`src/rtl/relu_stream_sched.sv`:
```
// relu_stream_sched: walks an FP16 feature-map buffer in address order, applies
// ReLU and streams the results on a valid/ready port tagged with element index
// and channel. A 2-entry output FIFO plus one in-flight read absorbs the
// 1-cycle read latency so the stream runs at one element per cycle when
// downstream never stalls.
// Optional feature: define RELU_NAN_FLUSH_EN to flush every NaN to zero and to
// add the sticky nan_seen status output.
module relu_stream_sched #(
    parameter int DATA_WIDTH = 16,
    parameter int H          = 10,
    parameter int W          = 10,
    parameter int CHANNELS   = 16,
    parameter int AW         = 16
) (
    input  logic                  clk,
    input  logic                  rst_n,
    input  logic                  start,
    output logic                  busy,
    output logic                  done,
    output logic                  rd_en,
    output logic [AW-1:0]         rd_addr,
    input  logic [DATA_WIDTH-1:0] rd_data,
    output logic                  out_valid,
    input  logic                  out_ready,
    output logic [DATA_WIDTH-1:0] out_data,
    output logic [AW-1:0]         out_addr,
    output logic [4:0]            out_chan,
    output logic                  chan_last
`ifdef RELU_NAN_FLUSH_EN
    ,
    output logic                  nan_seen
`endif
);

    localparam int              PLANE      = H * W;
    localparam int              N          = PLANE * CHANNELS;
    localparam logic [AW:0]     N_C        = (AW+1)'(N);
    localparam logic [AW:0]     N_LAST     = (AW+1)'(N - 1);
    localparam logic [AW-1:0]   ADDR_LAST  = AW'(N - 1);
    localparam logic [AW-1:0]   PLANE_LAST = AW'(PLANE - 1);

    typedef enum logic [1:0] {S_IDLE, S_RUN, S_DRAIN, S_DONE} state_t;

    state_t                  state, state_nxt;
    logic [AW:0]             rd_cnt;
    logic [AW:0]             out_cnt;
    logic [AW-1:0]           chan_pos;
    logic                    inflight;
    logic [DATA_WIDTH-1:0]   fifo_mem [2];
    logic                    wr_ptr, rd_ptr;
    logic [1:0]              fifo_cnt;
    logic                    start_ok, pop, fifo_push, fifo_pop, last_hs;
    logic [2:0]              occ_next;

    function automatic logic is_nan(input logic [DATA_WIDTH-1:0] x);
        return (x[14:10] == 5'h1F) && (x[9:0] != 10'h000);
    endfunction

    function automatic logic [DATA_WIDTH-1:0] relu(input logic [DATA_WIDTH-1:0] x);
`ifdef RELU_NAN_FLUSH_EN
        if (x[DATA_WIDTH-1] || is_nan(x)) return '0;
`else
        if (x[DATA_WIDTH-1]) return '0;
`endif
        return x;
    endfunction

    // The FIFO head takes priority; otherwise the word arriving this cycle is
    // forwarded directly so the first result appears one cycle after its read.
    assign out_valid = (fifo_cnt != 2'd0) || inflight;
    assign out_data  = (fifo_cnt != 2'd0) ? fifo_mem[rd_ptr] :
                       inflight           ? relu(rd_data)     : '0;
    assign out_addr  = out_cnt[AW-1:0];
    assign chan_last = out_valid && (chan_pos == PLANE_LAST);

    assign start_ok  = (state == S_IDLE) && start;
    assign pop       = out_valid && out_ready;
    assign fifo_push = inflight && !(pop && (fifo_cnt == 2'd0));
    assign fifo_pop  = pop && (fifo_cnt != 2'd0);
    assign last_hs   = pop && (out_cnt == N_LAST);

    // Occupancy next cycle, counting the forwarded word as consumed when popped.
    assign occ_next  = {1'b0, fifo_cnt} + {2'b0, inflight} - {2'b0, pop};
    assign rd_en     = (state == S_RUN) && (rd_cnt < N_C) && (occ_next < 3'd2);

    // State register.
    always_ff @(posedge clk or negedge rst_n) begin
        if (!rst_n) state <= S_IDLE;
        else        state <= state_nxt;
    end

    // Next-state and control outputs.
    always_comb begin
        // NOTE: every output of this block is defaulted first so no path can
        // leave a signal unassigned and infer a latch.
        state_nxt = state;
        busy      = 1'b0;
        done      = 1'b0;
        unique case (state)
            S_IDLE:  if (start) state_nxt = S_RUN;
            S_RUN: begin
                busy = 1'b1;
                if (last_hs)             state_nxt = S_DONE;
                else if (rd_cnt == N_C)  state_nxt = S_DRAIN;
            end
            S_DRAIN: begin
                busy = 1'b1;
                if (last_hs) state_nxt = S_DONE;
            end
            S_DONE: begin
                done      = 1'b1;
                state_nxt = S_IDLE;
            end
            default: state_nxt = S_IDLE;
        endcase
    end

    // Read address generation; the address saturates at the final element.
    always_ff @(posedge clk or negedge rst_n) begin
        if (!rst_n) begin
            rd_cnt   <= '0;
            rd_addr  <= '0;
            inflight <= 1'b0;
        end else begin
            inflight <= rd_en;
            if (start_ok) begin
                rd_cnt  <= '0;
                rd_addr <= '0;
            end else if (rd_en) begin
                rd_cnt <= rd_cnt + 1'b1;
                if (rd_addr != ADDR_LAST) rd_addr <= rd_addr + 1'b1;
            end
        end
    end

    // FIFO occupancy and pointers.
    always_ff @(posedge clk or negedge rst_n) begin
        if (!rst_n) begin
            wr_ptr   <= 1'b0;
            rd_ptr   <= 1'b0;
            fifo_cnt <= 2'd0;
        end else begin
            if (fifo_push) wr_ptr <= ~wr_ptr;
            if (fifo_pop)  rd_ptr <= ~rd_ptr;
            fifo_cnt <= fifo_cnt + {1'b0, fifo_push} - {1'b0, fifo_pop};
        end
    end

    // FIFO storage holds already-transformed results.
    // NOTE: storage has no reset; fifo_cnt gates every read of it, so stale
    // contents are never observable.
    always_ff @(posedge clk) begin
        if (fifo_push) fifo_mem[wr_ptr] <= relu(rd_data);
    end

    // Output element index and channel position advance on each handshake.
    always_ff @(posedge clk or negedge rst_n) begin
        if (!rst_n) begin
            out_cnt  <= '0;
            chan_pos <= '0;
            out_chan <= '0;
        end else if (start_ok) begin
            out_cnt  <= '0;
            chan_pos <= '0;
            out_chan <= '0;
        end else if (pop) begin
            out_cnt <= out_cnt + 1'b1;
            if (chan_last) begin
                chan_pos <= '0;
                out_chan <= out_chan + 5'd1;
            end else begin
                chan_pos <= chan_pos + 1'b1;
            end
        end
    end

`ifdef RELU_NAN_FLUSH_EN
    // Sticky NaN flag, cleared when a new frame is accepted.
    always_ff @(posedge clk or negedge rst_n) begin
        if (!rst_n)                        nan_seen <= 1'b0;
        else if (start_ok)                 nan_seen <= 1'b0;
        else if (inflight && is_nan(rd_data)) nan_seen <= 1'b1;
    end
`endif

    fifo_no_overflow: assert property (@(posedge clk) disable iff (!rst_n)
        !(fifo_push && !fifo_pop && (fifo_cnt == 2'd2)));

    frame_fits_addr: assert property (@(posedge clk) disable iff (!rst_n)
        (64'(N) <= (64'd1 << AW)));

endmodule

```
`config.mk`:
```
export PLATFORM = sky130hd
export DESIGN_NAME = relu_stream_sched
export DESIGN_NICKNAME = d
export VERILOG_FILES = /design/src/rtl/relu_stream_sched.sv
export SDC_FILE = /design/constraint.sdc
export NUM_CORES = 1
export LEC_CHECK = 0
export CAP_MARGIN = 15
export CORE_MARGIN = 2
export CORE_UTILIZATION = 55
export DETAILED_ROUTE_END_ITERATION = 6
export PLACE_DENSITY_LB_ADDON = 0.25
export SYNTH_ARGS = -nofsm -noshare
export SYNTH_HDL_FRONTEND = slang
export SYNTH_SLANG_ARGS = --single-unit
export TNS_END_PERCENT = 5
```
`constraint.sdc`:
```
create_clock -name clk -period 4.3 [get_ports clk]
set_input_delay 0.86 -clock clk [delete_from_list [all_inputs] [get_ports clk]]
set_output_delay 0.86 -clock clk [all_outputs]
set_load 0.02 [all_outputs]
```
==> impl_metrics.json <==
{
  "h-tree-depth": 3,
  "antenna_found_initial": 0,
  "clk_pin_slew_ps": 90,
  "io_pins": 78,
  "die_w_um": 105.4,
  "ys_ff_latch": 108,
  "whs_ps": 492.1,
  "die_area_sq_mm": 0.01111,
  "cp.arrival_ps": 3000,
  "ys_seq_area_share_pct": 50.44,
  "grt_pass1_wl_um": 20110,
  "relSlewSlack_pct": 33.47,
  "setup_tns_ps": 0,
  "power.share.switching_pct": 36.94,
  "pre_cts_ws_ps": 44.74,
  "rrSetupSlack_ps": 940,
  "dpl.hpwl_um": 8178,
  "finalPower_w": 0.003233,
  "wl_per_cell_um": 15.71,
  "cts_tree": "done",
  "cp.required_ps": 3440,
  "setup_ws_ps": 436.2,
  "synth-edff-count": 30,
  "drt_wl_total_um": 11840,
  "pwr-share-seq_pct": 42.5,
  "synth_area_per_cell_sq_um": 10.15,
  "track_usage_pct": 22.56,
  "yosys.area.top_type": "dfrtp_1",
  "end_kind": "output port",
  "vias_per_cell": 5.631,
  "r2r-end": "rd_addr[13]",
  "layout_common_cells": "dfrtp_1, clkdlybuf4s50_1, nor2_1, nand2_1, nand3_1",
  "nNetsFinal": 647,
  "fmax_mhz": 258.8,
  "worstMarginPinSlew_ps": 997.9,
  "grt_max_degree": 79,
  "ir_drop_uv": 344.1,
  "timing.max_cap.violations": 0,
  "mappedNetlistArea_sq_mm": 0.005655,
  "whs_endpoint": "rd_cnt[15]",
  "start_util_pct": 55.78,
  "worst-setup-path-type": "primary input to output port",
  "synth_area_leaders": "dfrtp_1, edfxtp_1, nor2_1",
  "final_hold_viol_count": 0,
  "diodes": 0,
  "drcViolationCount": 0,
  "layout_commonest_cell": "dfrtp_1",
  "worstSkewPairLatency_ps": 380,
  "startpoint_type": "primary input",
  "hold_start": "rd_cnt[15]",
  "period_minus_slack_ps": 3864,
  "drtIter0Drc": 234,
  "power_density_mw_per_mm2": 487.2,
  "clkPwrFrac_pct": 20.7,
  "yosysWarnings": 0,
  "core-area_sq_mm": 0.01014,
  "p_int_w": 0.002039,
  "post-route-period-util_pct": 89.86,
  "grt_pass1_vias": 4148,
  "numCtsBuffers": 9,
  "async_flop_share_pct": 72.22,
  "drt_first_pass_iters": 5,
  "portBuffers": 76,
  "run_status": "finished clean",
  "area_delta_synth_final_pct": 17.32,
  "clock_sinks": 108,
  "drive_gt1_share_pct": 5.663,
  "synth_top_area_share_pct": 34.51,
  "skew_ps": 10.83,
  "worst_r2r_path_depth": 8,
  "gp_congestion": 0.8197,
  "drtAntennaViolNets": 0,
  "synth_cell_types": 56,
  "path_max_fanout": 6,
  "worstReg2RegStart": "inflight",
  "rsz0062_at_grt": "false",
  "slew_viol_final": 0,
  "syn_inst": 557,
  "synth-main-ff-cell": "dfrtp_1",
  "clockBufferDepth": 2,
  "syn-num-nets": 591,
  "cellLeakagePower_nw": 2.669,
  "vias": 4246,
  "p_switching_w": 0.001194,
  "p_comb_share_pct": 36.7,
  "finalSetupViolations": 0,
  "rows": 37,
  "cts_root_buf": "clkbuf_8",
  "die_height_um": 105.4,
  "grt_overflow": 0,
  "hold_depth": 1,
  "hold_path_class": "register to register"
}
layout make-up:
class	instances	area [sq um]
inverter	17	63.81
multi-input combinational	395	2529
clock inverter	7	90.09
fill	800	3503
sequential	108	2853
tap	136	170.2
timing repair buffer	82	805.8
clock buffer	9	123.9
logic make-up after synthesis:
| logic type | Yosys count | synth area share, % |
|---|---|---|
| flops | 108 | 50.44 |
| fa+ha+maj | 14 | 3.230 |
| mux | 19 | 3.407 |
| xor+xnor | 44 | 6.814 |
| simple gates | 247 | 23.43 |
| buf+inv | 54 | 4.889 |
| compound gates | 70 | 7.721 |
| other cells | 1 | 0.06631 |
stage by stage:
stage                     cell area [sq um]  util (%)  instances
after detailed placement               6419     63.31        738
final                                  6635     65.44        754
after global routing                   6635     65.44        754
after floorplan                        5655         -        557
after global placement                 6419     63.31        738
after CTS                              6633     65.42        754
metal layers:
metal  vias up  GRT usage [%]  wire length [um]
met2       102          36.36              5846
met1      2062          30.44              5336
li1       2071              -                 -
met5         -              0                 0
met4         0          6.381               143
met3        11          5.628               517
power groups by stage:
stage	logic [W]	registers, W	clock network, W
3_3_place_gp	0.00116	0.00139	0
4_1_cts	0.00120	0.00138	0.000684
5_1_grt	0.00129	0.00140	0.000733
3_5_place_dp	0.00119	0.00139	0
2_1_floorplan	0.000832	0.00131	0
6_report	0.00119	0.00137	0.000671
registers in the layout, indices dropped and copies added (netlist names):
register / count
fifo_mem: 30
out_cnt: 17
rd_cnt: 17
chan_pos: 16
rd_addr: 16
out_chan: 5
fifo_cnt: 2
state: 2
inflight: 1
rd_ptr: 1
wr_ptr: 1
worst max path at each step:
stage	slack, ps	to	from	cells after the start
final	440	rd_en	out_ready	8
after global routing	370	rd_en	out_ready	8
after CTS	30	rd_en	out_ready	8
after detailed placement	40	rd_en	out_ready	8
after global placement	190	rd_en	out_ready	8
after floorplan	1060	rd_en	out_ready	7
worst max-delay path, stage by stage:
cell and delay, ps:
clkdlybuf4s50_1 610, xor2_1 170, nand2_1 80, fa_1 410
xnor2_1 270, nand3_1 130, nor2_1 220, dlymetal6s2s_1 260
Yosys cell counts, types with 2 or more instances:
cell type	n
a211oi_1	2
a21oi_1	23
and2_1	11
and3_1	6
and4_1	8
buf_1	3
buf_2	2
buf_4	17
clkbuf_1	14
dfrtp_1	78
edfxtp_1	30
ha_1	13
inv_1	17
mux2_2	2
mux2i_1	17
nand2_1	37
nand2b_1	3
nand3_1	32
nand4_1	22
nor2_1	62
nor2b_1	19
nor3_1	8
nor4_1	11
o211ai_1	2
o21ai_0	26
o31ai_1	5
or2_2	2
or3_1	11
or4_1	5
xnor2_1	24
xor2_1	20
repair_timing:
action	4_1_cts	5_1_grt
setup endpoints to repair	0	1
gates resized for setup	0	1
buffers inserted	0	0
hold buffers	0	0
Power figures use the tool's default switching activity.
